File: src/rtl/pd_pkg.sv
// Shared constants and helpers for the decode/operand-fetch pipeline slice.
package pd_pkg;

    localparam int XLEN      = 32;
    localparam int REG_IDX_W = 5;
    localparam int NUM_REGS  = 32;

    typedef logic [REG_IDX_W-1:0] reg_idx_t;

    localparam reg_idx_t X0 = '0;

    function automatic logic idx_hit(input logic en, input reg_idx_t a, input reg_idx_t b);
        return en && (a == b);
    endfunction

endpackage

File: src/rtl/of_scoreboard.sv
// Busy-register scoreboard: one bit per architectural register, two clear ports, one set port
// and three combinational read taps.
module of_scoreboard
    import pd_pkg::*;
(
    input  logic     clock,
    input  logic     reset_n,
    input  logic     clr_a_en,
    input  reg_idx_t clr_a_idx,
    input  logic     clr_b_en,
    input  reg_idx_t clr_b_idx,
    input  logic     set_en,
    input  reg_idx_t set_idx,
    input  reg_idx_t tap_rs1,
    input  reg_idx_t tap_rs2,
    input  reg_idx_t tap_rd,
    output logic     busy_rs1,
    output logic     busy_rs2,
    output logic     busy_rd
);

    logic [NUM_REGS-1:0] busy;
    logic [NUM_REGS-1:0] busy_next;

    // Clears are applied before the set so a same-index set wins; x0 can never become busy.
    always_comb begin
        busy_next = busy;
        if (clr_a_en) busy_next[clr_a_idx] = 1'b0;
        if (clr_b_en) busy_next[clr_b_idx] = 1'b0;
        if (set_en && set_idx != X0) busy_next[set_idx] = 1'b1;
        busy_next[X0] = 1'b0;
    end

    always_ff @(posedge clock) begin
        if (!reset_n) busy <= '0;
        else          busy <= busy_next;
    end

    assign busy_rs1 = busy[tap_rs1];
    assign busy_rs2 = busy[tap_rs2];
    assign busy_rd  = busy[tap_rd];

endmodule

File: src/rtl/operand_fetch.sv
// Operand-fetch stage: reads rs1/rs2, forwards same-cycle writeback, interlocks RAW/WAW via the
// scoreboard and holds the result in a one-entry valid/ready output slot.
module operand_fetch
    import pd_pkg::reg_idx_t, pd_pkg::X0, pd_pkg::idx_hit;
#(
    parameter int XLEN   = pd_pkg::XLEN,
    parameter bit BYPASS = 1'b1
) (
    input  logic            clock,
    input  logic            reset_n,
    input  logic            in_valid,
    output logic            in_ready,
    input  logic [XLEN-1:0] in_pc,
    input  logic [XLEN-1:0] in_imm,
    input  reg_idx_t        in_rs1,
    input  reg_idx_t        in_rs2,
    input  logic            in_use_rs1,
    input  logic            in_use_rs2,
    input  reg_idx_t        in_rd,
    input  logic            in_rd_we,
    output reg_idx_t        addr_rs1,
    output reg_idx_t        addr_rs2,
    input  logic [XLEN-1:0] data_rs1,
    input  logic [XLEN-1:0] data_rs2,
    input  logic            wb_we,
    input  reg_idx_t        wb_addr,
    input  logic [XLEN-1:0] wb_data,
    input  logic            retire_valid,
    input  reg_idx_t        retire_rd,
    input  logic            flush,
    output logic            out_valid,
    input  logic            out_ready,
    output logic [XLEN-1:0] out_pc,
    output logic [XLEN-1:0] out_imm,
    output logic [XLEN-1:0] out_rs1_val,
    output logic [XLEN-1:0] out_rs2_val,
    output reg_idx_t        out_rd,
    output logic            out_rd_we
);

    logic            fwd1, fwd2;
    logic            busy_rs1, busy_rs2, busy_rd;
    logic            haz1, haz2, haz_rd;
    logic            slot_free, capture, kill;
    logic [XLEN-1:0] op1, op2;

    assign addr_rs1 = in_rs1;
    assign addr_rs2 = in_rs2;

    assign fwd1 = BYPASS && idx_hit(wb_we, wb_addr, in_rs1);
    assign fwd2 = BYPASS && idx_hit(wb_we, wb_addr, in_rs2);

    // Forwarded writeback both supplies the operand and lifts the RAW interlock in the same cycle.
    always_comb begin
        op1 = data_rs1;
        op2 = data_rs2;
        if (in_rs1 == X0) op1 = '0;
        else if (fwd1)    op1 = wb_data;
        if (in_rs2 == X0) op2 = '0;
        else if (fwd2)    op2 = wb_data;
    end

    assign haz1   = in_use_rs1 && (in_rs1 != X0) && busy_rs1 && !fwd1;
    assign haz2   = in_use_rs2 && (in_rs2 != X0) && busy_rs2 && !fwd2;
    assign haz_rd = in_rd_we && (in_rd != X0) && busy_rd && !idx_hit(retire_valid, retire_rd, in_rd);

    assign slot_free = !out_valid || out_ready;
    assign in_ready  = reset_n && !flush && slot_free && !haz1 && !haz2 && !haz_rd;
    assign capture   = in_valid && in_ready;
    assign kill      = flush && out_valid;

    of_scoreboard u_scoreboard (
        .clock     (clock),
        .reset_n   (reset_n),
        .clr_a_en  (retire_valid),
        .clr_a_idx (retire_rd),
        .clr_b_en  (kill && out_rd_we),
        .clr_b_idx (out_rd),
        .set_en    (capture && in_rd_we),
        .set_idx   (in_rd),
        .tap_rs1   (in_rs1),
        .tap_rs2   (in_rs2),
        .tap_rd    (in_rd),
        .busy_rs1  (busy_rs1),
        .busy_rs2  (busy_rs2),
        .busy_rd   (busy_rd)
    );

    // Payload only moves on capture, so a stalled or drained slot keeps its last contents.
    always_ff @(posedge clock) begin
        if (!reset_n) begin
            out_valid   <= 1'b0;
            out_pc      <= '0;
            out_imm     <= '0;
            out_rs1_val <= '0;
            out_rs2_val <= '0;
            out_rd      <= '0;
            out_rd_we   <= 1'b0;
        end else if (capture) begin
            out_valid   <= 1'b1;
            out_pc      <= in_pc;
            out_imm     <= in_imm;
            out_rs1_val <= op1;
            out_rs2_val <= op2;
            out_rd      <= in_rd;
            out_rd_we   <= in_rd_we;
        end else if (kill || out_ready) begin
            out_valid   <= 1'b0;
        end
    end

endmodule

File: config.mk
export PLATFORM = sky130hd
export DESIGN_NAME = operand_fetch
export DESIGN_NICKNAME = d
export VERILOG_FILES = /design/src/rtl/pd_pkg.sv /design/src/rtl/of_scoreboard.sv /design/src/rtl/operand_fetch.sv
export SDC_FILE = /design/constraint.sdc
export NUM_CORES = 1
export LEC_CHECK = 0
export ABC_AREA = 1
export BUFFER_PORTS_ARGS = -buffer_cell sky130_fd_sc_hd__buf_2
export CORE_ASPECT_RATIO = 2
export CORE_MARGIN = 2
export CORE_UTILIZATION = 49
export CTS_CLUSTER_DIAMETER = 60
export CTS_CLUSTER_SIZE = 10
export DETAILED_ROUTE_END_ITERATION = 7
export PLACE_DENSITY_LB_ADDON = 0.3
export REMOVE_ABC_BUFFERS = 1
export SYNTH_ARGS = -nofsm -noshare
export SYNTH_HDL_FRONTEND = slang
export SYNTH_HIERARCHICAL = 1
export SYNTH_SLANG_ARGS = --single-unit
File: constraint.sdc
create_clock -name clock -period 3.3 [get_ports clock]
set_clock_uncertainty 0.2 [all_clocks]
set_input_delay 0.495 -clock clock [delete_from_list [all_inputs] [get_ports clock]]
set_output_delay 0.495 -clock clock [all_outputs]
set_load 0.01 [all_outputs]
Word level (Yosys, flattened, before mapping)

Index checks and enable logic that the tools add are counted.

Register bits after elaboration: 167
Output and inout port bits: 146

$lt $le $gt $ge: 8
Equality and inequality tests: 3
Mux-type cells: 21
Bitwise operators: 5
Reduce and logical (&&, ||, !) cells: 41

Operators with widths:

| kind               | number |
|---|---|
| $mux 32            | 7 |
| $and 32x32->32     | 2 |
| $not 32->32        | 2 |
| $or 32x32->32      | 1 |
| $lt 5x6->1 const B | 5 |
| $logic_and 1x1->1  | 25 |
| $bmux 1 s5         | 3 |
| $demux 1 s5        | 3 |
| $eq 5x5->1         | 3 |
| $ge 5x1->1 const B | 3 |
| $reduce_bool 5->1  | 3 |
| $logic_not 5->1    | 2 |
| $logic_not 1->1    | 8 |
| $mux 1             | 8 |
| $logic_or 1x1->1   | 2 |
| $reduce_bool 2->1  | 1 |

Logic depth before layout (Yosys ltp)

Gate-level depths: netlist of run 1.

Word-level depth: 12
Mapped depth: 25

By module

The synthesis of run 1 kept the hierarchy.

By module, submodules not included:

| module        | times used | cells each | area each (sq um) | seq. area each (sq um) |
|---|---|---|---|---|
| operand_fetch | 1          | 1,081      | 6,929.1           | 2,702.6 |
| of_scoreboard | 1          | 455        | 2,643.8           | 620.6 |

Worst setup path after synthesis of run 1

No wires, ideal clock.

Path type: input -> register
Start point: in in_rs1[0]
End point: reg u_scoreboard.busy[12]
Arrival time: 2,517 ps
Required time: 3,030 ps
Setup slack: 513 ps
Cell stages on the path: 24
Path buffers: 3
Cell sequence: buf_6 > clkbuf_4 > nand2_1 > nand3_1 > nand3_1 > nand2_1 > nand2_1 > nand2_1 > nand2_1 > nand2_1 > nand2_1 > inv_1 > nand2_1 > inv_2 > nand2_1 > nand2_1 > nor2_4 > buf_6 > nand3_1 > inv_1 > inv_1 > nor3_2 > nand2_1 > a21oi_1

Word-level cells in the longest chain between the ends: 12
Elaborated cells on any way between the ends: 17
Those cells by class: eq/ne: 1; mux: 3; reduce/logical: 13

RTL lines:

| what                           | line                | source |
|---|---|---|
| from (decl)                    | operand_fetch.sv:15 | `input reg_idx_t in_rs1,` |
| $bmux 1 s5                     | of_scoreboard.sv:39 | `assign busy_rs1 = busy[tap_rs1];` |
| $mux 1 (implied by the code)   | of_scoreboard.sv:39 |  |
| named net busy_rs1             | operand_fetch.sv:42 | `logic busy_rs1, busy_rs2, busy_rd;` |
| $logic_and 1x1->1 (2 in a row) | operand_fetch.sv:63 | `assign haz1 = in_use_rs1 && (in_rs1 != X0) && busy_rs1 && !fwd1;` |
| $logic_not 1->1                | operand_fetch.sv:68 | `assign in_ready = reset_n && !flush && slot_free && !haz1 && !haz2 && !haz_rd;` |
| $logic_and 1x1->1 (3 in a row) | operand_fetch.sv:68 |  |
| $logic_and 1x1->1              | operand_fetch.sv:69 | `assign capture = in_valid && in_ready;` |
| $logic_and 1x1->1              | operand_fetch.sv:79 | `.set_en (capture && in_rd_we),` |
| $logic_and 1x1->1              | of_scoreboard.sv:30 | `if (set_en && set_idx != X0) busy_next[set_idx] = 1'b1;` |
| $mux 32                        | of_scoreboard.sv:30 |  |
| to (signal assigned)           | of_scoreboard.sv:36 | `else busy <= busy_next;` |
| to (decl)                      | of_scoreboard.sv:22 | `logic [NUM_REGS-1:0] busy;` |

The timed path passes the listed nets, and every way through them passes these cells. The select of a mux whose other input is x is not followed.
A chain may end at the register's enable or synchronous reset.

Worst setup path after layout of run 1

Start point: reg u_scoreboard.busy[16]
End point: out in_ready

Elaborated cells on any way between the ends: 18
Those cells by class: mux: 6; reduce/logical: 12

RTL lines:

| what                           | line                | source |
|---|---|---|
| $bmux 1 s5                     | of_scoreboard.sv:40 | `assign busy_rs2 = busy[tap_rs2];` |
| $mux 1 (implied by the code)   | of_scoreboard.sv:40 |  |
| named net busy_rs2             | operand_fetch.sv:42 |  |
| $logic_and 1x1->1 (2 in a row) | operand_fetch.sv:64 | `assign haz2 = in_use_rs2 && (in_rs2 != X0) && busy_rs2 && !fwd2;` |
| $logic_not 1->1                | operand_fetch.sv:68 |  |
| $logic_and 1x1->1 (2 in a row) | operand_fetch.sv:68 |  |
| to (decl)                      | operand_fetch.sv:12 | `output logic in_ready,` |

The timed path passes the listed nets, and every way through them passes these cells. The select of a mux whose other input is x is not followed.

==> impl_results.md, run 1 <==
- Min-delay worst type: in -> reg
- Vias per cell: 5.563
- Die ar.: 20,740 µm²
- Leakage power total: 6.126 nW
- Vias in the first global route: 11.22k
- RR Endpoint: u_scoreboard/busy[20]$_SDFF_PN0_
- Fin crit share: 94.37%
- Critical Path Source: u_scoreboard/busy[16]$_SDFF_PN0_
- Post-synth ARST share: 0%
- Slew Viols, Final: 0
- Max-cap violation count: 0
- Final setup fails: 0
- Least-Margin Pin Slew: 0.7583 ns
- Max VDD drop: 0.4285 mV
- Endpoint, Worst Hold: out_valid$_SDFFE_PN0P_
- Post-synth EDFFs: 0
- Area post-placement: 11,390 µm²
- Pin count of the biggest net entering global routing: 80
- Crit path max fanout: 15
- Nets: 2,030
- Final hold violation count: 0
- Drt wl/cell: 19.12 µm
- Ys Warns: 6
- Site Rows: 72
- Pre-antenna DRT Iters: 7
- Post-route cell area: 12,120 µm²
- CTS Buf Count: 17
- Later-pin clock latency in the skew report: 0.45 ns
- Netlist cell types: 33
- Final Wtd Congestion: 1.037
- All-Layer GR Usage: 38.40%
- Die Ht: 201.7 µm
- Status: finished clean
- Die Width: 102.8 µm
- Cells on worst reg2reg path: 23
- CTS Root Cell: clkbuf_16
- CTS tree: yes
- H-Tree Level Count: 4
- Remaining DRCs: 0
- R2R Setup Slk: 0.27 ns
- Clock Tree Buf Depth: 2
- Startpoint Class: flop
- Synth Cell Area: 9573 µm²
- Synthesized instance count: 1,536
- CORE AREA: 19,280 µm²
- IO Count: 341
- Hold depth: 2
- Crit end category: output pin
- Post-CTS Hold Buffers: 0
- Unrepaired setup endpoints after global routing: no
- Commonest non-fill, non-tap cell in the layout: nand2_1
- Worst hold margin: 0.05251 ns
- Clk slew on worst S/H paths: 0.07 ns
- Post-Route WL: 40,300 µm
- # port buffers: 340
- Yosys reg bits: 166
- Cell Pwr Density: 419.6 nW/µm²
- CP Data Required Time: 2.60 ns
- Post-DP HPWL: 28,380 µm
- Avg Cell Area, Syn: 6.232 µm²
- Share of cells above drive strength 1: 25.49%
- Post-route ant nets: 0
- Minimum clock period: 3.114 ns
- Peak Freq: 321.1 MHz
- Post-synthesis sequential area ratio: 34.71%
- Remaining Overflow, GRT: 0
- Most frequent cells in the layout: nand2_1 (462), buf_2 (338), nand3_1 (264), a21oi_1 (192), dfxtp_1 (165)
- Initial antenna violation count: 1
- Crit path kind: reg -> out
- Worst EP arrival: 2.42 ns
- Vias: 11.73k
- HP Start: out_ready
- Initial core utilization: 49.66%
- Worst reg2reg startpoint: u_scoreboard/busy[16]$_SDFF_PN0_
- Clock Sinks: 166
- First-pass GRT wire length: 60,530 µm
- Most used DFF post-synth: dfxtp_1
- Worst slew margin: 49.44%
- Area delta synth->final: 26.65%
- Initial DRC Count: 957
per-stage QoR:
| step | util [%] | power (mW) | setup WS (ns) | TNS (ns) | instances |
|---|---|---|---|---|---|
| floorplan | - | 2.587 | -2.313 | -339.08 | 1430 |
| global route | 62.89 | 5.280 | 0.02241 | 0 | 2108 |
| global placement | 59.08 | 3.033 | 0.2234 | 0 | 2067 |
| detailed placement | 59.08 | 3.042 | 0.1960 | 0 | 2067 |
| CTS | 62.18 | 5.064 | 0.06588 | 0 | 2099 |
| finish | 62.89 | 5.087 | 0.1857 | 0 | 2108 |
how the worst max path moves through the flow:
| stage | end | slack (ns) |
|---|---|---|
| 2_1_floorplan | out_rs1_val[0]$_SDFFE_PN0P_ | -2.31 |
| 3_3_place_gp | in_ready | 0.22 |
| 3_5_place_dp | out_imm[25]$_SDFFE_PN0P_ | 0.20 |
| 4_1_cts | in_ready | 0.07 |
| 5_1_grt | in_ready | 0.02 |
| 6_report | in_ready | 0.19 |
synthesized netlist by cell type, types with 3 or more instances:
| cell type | number | area [µm²] |
|---|---|---|
| a21oi_1 | 192 | 960.9 |
| buf_1 | 12 | 45.04 |
| buf_2 | 24 | 120.1 |
| buf_4 | 15 | 112.6 |
| buf_6 | 14 | 157.7 |
| clkbuf_1 | 39 | 146.4 |
| dfxtp_1 | 166 | 3323 |
| inv_1 | 137 | 514.2 |
| inv_2 | 15 | 56.30 |
| inv_4 | 3 | 18.77 |
| nand2_1 | 462 | 1734 |
| nand3_1 | 265 | 1326 |
| nand3b_1 | 16 | 120.1 |
| nor2_1 | 109 | 409.1 |
| nor2_2 | 3 | 18.77 |
| nor3_1 | 4 | 20.02 |
| nor3_2 | 8 | 80.08 |
| nor3_4 | 3 | 48.80 |
| o211ai_1 | 24 | 180.2 |
| o21ai_0 | 5 | 25.02 |
| or2_2 | 4 | 25.02 |
kinds of logic after synthesis:
logic type	count (synthesis)	synth area share, %
flip-flops	166	34.71
AO/OA/AOI/OAI	224	12.39
AND/OR/NAND/NOR	885	40.50
buffers and inverters	261	12.39
report_power, final:
part           switching (mW)  internal, mW
logic                   0.576         0.334
clock network           0.954          1.10
registers              0.0461          2.08
total                    1.58          3.51
metal layers:
| metal | global-route usage, % | vias to the layer above | routed length [µm] | share of wire [%] |
|---|---|---|---|---|
| met5 | 0 | - | 0 | 0 |
| met4 | 22.74 | 0 | 2811 | 7.0 |
| met3 | 11.36 | 173 | 4200 | 10 |
| met2 | 64.50 | 686 | 19850 | 49 |
| met1 | 41.54 | 5326 | 13440 | 33 |
| li1 | - | 5541 | - | - |
layout make-up:
type / instances / area, µm²
Tap cell: 259 / 324.1
Timing Repair Buffer: 386 / 2187
Antenna cell: 1 / 2.502
Multi-Input combinational cell: 1109 / 5089
Fill cell: 1922 / 7154
Sequential cell: 166 / 3324
Clock buffer: 18 / 439.2
Inverter: 155 / 600.6
Clock inverter: 14 / 157.7
repair_timing:
item,in CTS,in global routing
endpoints found under the setup margin,0,1
buffers inserted,0,6
resized for setup,0,8
worst max-delay path, cell delays in order, from the launching register on:
cell	delay, ns
dfxtp_1	0.58
nand2_1	0.12
nand3_1	0.08
nand3_1	0.07
nand2_1	0.09
nand2_1	0.06
nand2_1	0.05
nand2_1	0.04
nand2_1	0.05
nand2_1	0.05
inv_1	0.04
nand2_1	0.04
inv_1	0.05
nand2_1	0.12
nand2_2	0.14
nor2_4	0.06
buf_12	0.15
buf_2	0.15
registers in the layout, summed over array words and instances, names as in the netlist:
name,flops
out_imm,32
out_pc,32
out_rs1_val,32
out_rs2_val,32
u_scoreboard/busy,31
out_rd,5
out_rd_we,1
out_valid,1
Note: power is estimated with default switching activity, not from simulation.
==> inputs of run 2 (changes only) <==
==> constraint.sdc (replaced) <==
create_clock -name clock -period 3.3 [get_ports clock]
set_clock_uncertainty 0.2 [all_clocks]
set_input_delay 0.33 -clock clock [delete_from_list [all_inputs] [get_ports clock]]
set_output_delay 0.33 -clock clock [all_outputs]
set_load 0.01 [all_outputs]
==> run 2 against run 1 <==
Compared with the run above: critical path type unchanged; sequential cell count unchanged; hold slack worse by 0.040 ns; utilization is 2.4 points higher; first-iteration DRC count down 6.4%; count of clock-buffer cells in the layout fell by 1; highest routed layer unchanged; via count is 3.1% higher.
==> impl_results.md, run 2 (same netlist as run 1, synthesis figures left out) <==
- Status: finished clean
- Startpoint Class: flop
- Post-route cell area: 12,580 µm² (+3.8%)
- Max-cap violation count: 0 (unchanged)
- Drt wl/cell: 19.01 µm (-0.60%)
- Initial DRC Count: 896 (-6.4%)
- Area delta synth->final: 31.46%
- Leakage power total: 6.299 nW (+2.8%)
- Site Rows: 72 (unchanged)
- Clock Sinks: 166 (unchanged)
- Worst slew margin: 29.61% (-20 points)
- Pre-antenna DRT Iters: 5 (-2)
- P_sw: 1.582 mW (+0.38%)
- Slew Viols, Final: 0 (unchanged)
- Initial core utilization: 49.66% (unchanged)
- First-pass GRT wire length: 63,200 µm (+4.4%)
- CTS Buf Count: 17 (unchanged)
- Post-Route WL: 41,050 µm (+1.9%)
- Commonest non-fill, non-tap cell in the layout: nand2_1
- Later-pin clock latency in the skew report: 0.44 ns (about the same)
- Max stage delay on crit path: 0.34 ns (-0.24 ns)
- H-Tree Level Count: 4 (unchanged)
- Remaining DRCs: 0 (unchanged)
- Pin count of the biggest net entering global routing: 66 (-18%)
- Worst path slowest cell: inv_1
- Hold depth: 3 (+1)
- Post-DP HPWL: 28,330 µm (-0.16%)
- Fin crit share: 96.66% (+2.3 points)
- Initial antenna violation count: 0 (-1)
- CORE AREA: 19,280 µm² (unchanged)
- Most frequent cells in the layout: nand2_1 (462), buf_2 (339), nand3_1 (264), a21oi_1 (192), dfxtp_1 (166)
- RR Endpoint: u_scoreboard/busy[2]$_SDFF_PN0_
- Post-route ant nets: 0 (unchanged)
- Minimum clock period: 3.190 ns (+0.07563 ns)
- Switching share of power: 31.02% (+0.032 points)
- Crit end category: output pin
- # port buffers: 340 (unchanged)
- Die ar.: 20,740 µm² (unchanged)
- Share of cells above drive strength 1: 23.84% (-1.6 points)
- Nets: 2,082 (+2.6%)
- Clock power share: 39.5% (-0.9 points)
- Crit path kind: reg -> out
- Area post-placement: 11,370 µm² (-0.20%)
- Pwr Total: 5.101 mW (+0.28%)
- Final setup fails: 0 (unchanged)
- Final Wtd Congestion: 1.032 (-0.52%)
- Die Width: 102.8 µm (unchanged)
- Worst EP arrival: 2.66 ns (+0.24 ns)
- Post-CTS setup repair buffer count: 0 (unchanged)
- Internal power: 3.519 mW (+0.23%)
- Cells on worst reg2reg path: 22 (-4.3%)
- Max VDD drop: 0.4336 mV (+1.2%)
- PostCTS Resize Cnt: 0 (unchanged)
- Cells along the critical path: inv_1 > nand2_1 > nand3_1 > nand3_1 > nand3_1 > nand2_1 > nand2_1 > nand2_1 > nand2_1 > inv_1 > nand2_1 > inv_1 > nand2_1 > nand2_2 > nor2_4 > buf_12 > buf_2
- Unrepaired setup endpoints after global routing: no
- Vias per cell: 5.597 (+0.62%)
- CTS Root Cell: clkbuf_16
- Endpoint, Worst Hold: out_pc[16]$_SDFFE_PN0P_
- Remaining Overflow, GRT: 0 (unchanged)
- Crit path max fanout: 42 (+27)
- Finished Core Util: 65.28% (+2.4 points)
- Setup TNS: 0 ns (unchanged)
- HP Start: in_pc[16]
- Die Ht: 201.7 µm (unchanged)
- Most frequent CP cell: nand2_1
- Peak Freq: 313.5 MHz (-2.4%)
- CP Data Required Time: 2.77 ns (+0.17 ns)
- Critical Path Source: u_scoreboard/busy[3]$_SDFF_PN0_
- Final hold violation count: 0 (unchanged)
- Min-delay worst type: in -> reg
- R2R Setup Slk: 0.38 ns (+0.11 ns)
- All-Layer GR Usage: 39.99% (+1.6 points)
- Vias in the first global route: 11.77k (+4.9%)
- CTS tree: yes
- Least-Margin Pin Slew: 1.055 ns (+0.2964 ns)
- Clock Tree Buf Depth: 2 (unchanged)
- Worst hold margin: 0.01237 ns (-0.04014 ns)
- Gate power share: 18.9% (+1.0 points)
- IO Count: 341 (unchanged)
- Sequential share of power: 41.6% (about the same)
- Cell Pwr Density: 405.3 nW/µm² (-3.4%)
- Vias: 12.09k (+3.1%)
- Clk slew on worst S/H paths: 0.07 ns (about the same)
- Worst reg2reg startpoint: u_scoreboard/busy[3]$_SDFF_PN0_
[run 2: cell count changes in the layout (fill, tap and decap cells not counted), moves of 3 or more]
| cell | previous run | this run |
|---|---|---|
| dlygate4sd3_1 | 0 | 63 |
| inv_1 | 131 | 137 |
| buf_4 | 37 | 30 |
| inv_2 | 18 | 15 |
[run 2: repair_timing]
item,CTS,global route
setup endpoints to repair,0,0
hold endpoints to repair,63,0
hold buffers,63,0
[run 2: per-stage QoR]
stage,setup slack [ns],std cells
after CTS,0.2961,2159
after global placement,0.3935,2064
final,0.1101,2160
after detailed placement,0.3275,2064
after global routing,0.01274,2159
after floorplan,-2.148,1430
[run 2: routing by layer]
metal	GRT usage (%)	share of wire, %
met3	11.43	11
met2	65.45	48
met1	42.92	32
met4	28.38	8.8
met5	0	0
[run 2: critical path: cells and delay by family (launching register included)]
kind,cells,cell delay (ns)
buffers and inverters,5,0.85
DFF,1,0.30
and+or+nand+nor,12,1.03
[run 2: layout make-up]
type	instances	area, µm²
flip-flops and latches	166	3323
well taps	259	324.1
fillers	1799	6694
inverters	155	589.3
repair buffers	438	2673
diodes	1	2.502
clock inverters	15	158.9
multi-input cells	1109	5089
clock buffers	17	425.4
[run 2: power by group through the flow]
stage | Clock (mW) | Combinational (mW) | Sequential, mW
2_1_floorplan | 0 | 0.393 | 2.19
3_3_place_gp | 0 | 0.875 | 2.16
3_5_place_dp | 0 | 0.882 | 2.17
4_1_cts | 2.03 | 0.943 | 2.12
5_1_grt | 2.09 | 1.06 | 2.13
6_report | 2.01 | 0.964 | 2.12
[run 2: how the worst max path moves through the flow]
stage	to
after floorplan	out_rs1_val[0]$_SDFFE_PN0P_
after global placement	u_scoreboard/busy[30]$_SDFF_PN0_
after detailed placement	u_scoreboard/busy[22]$_SDFF_PN0_
after CTS	in_ready
after global routing	in_ready
final	in_ready
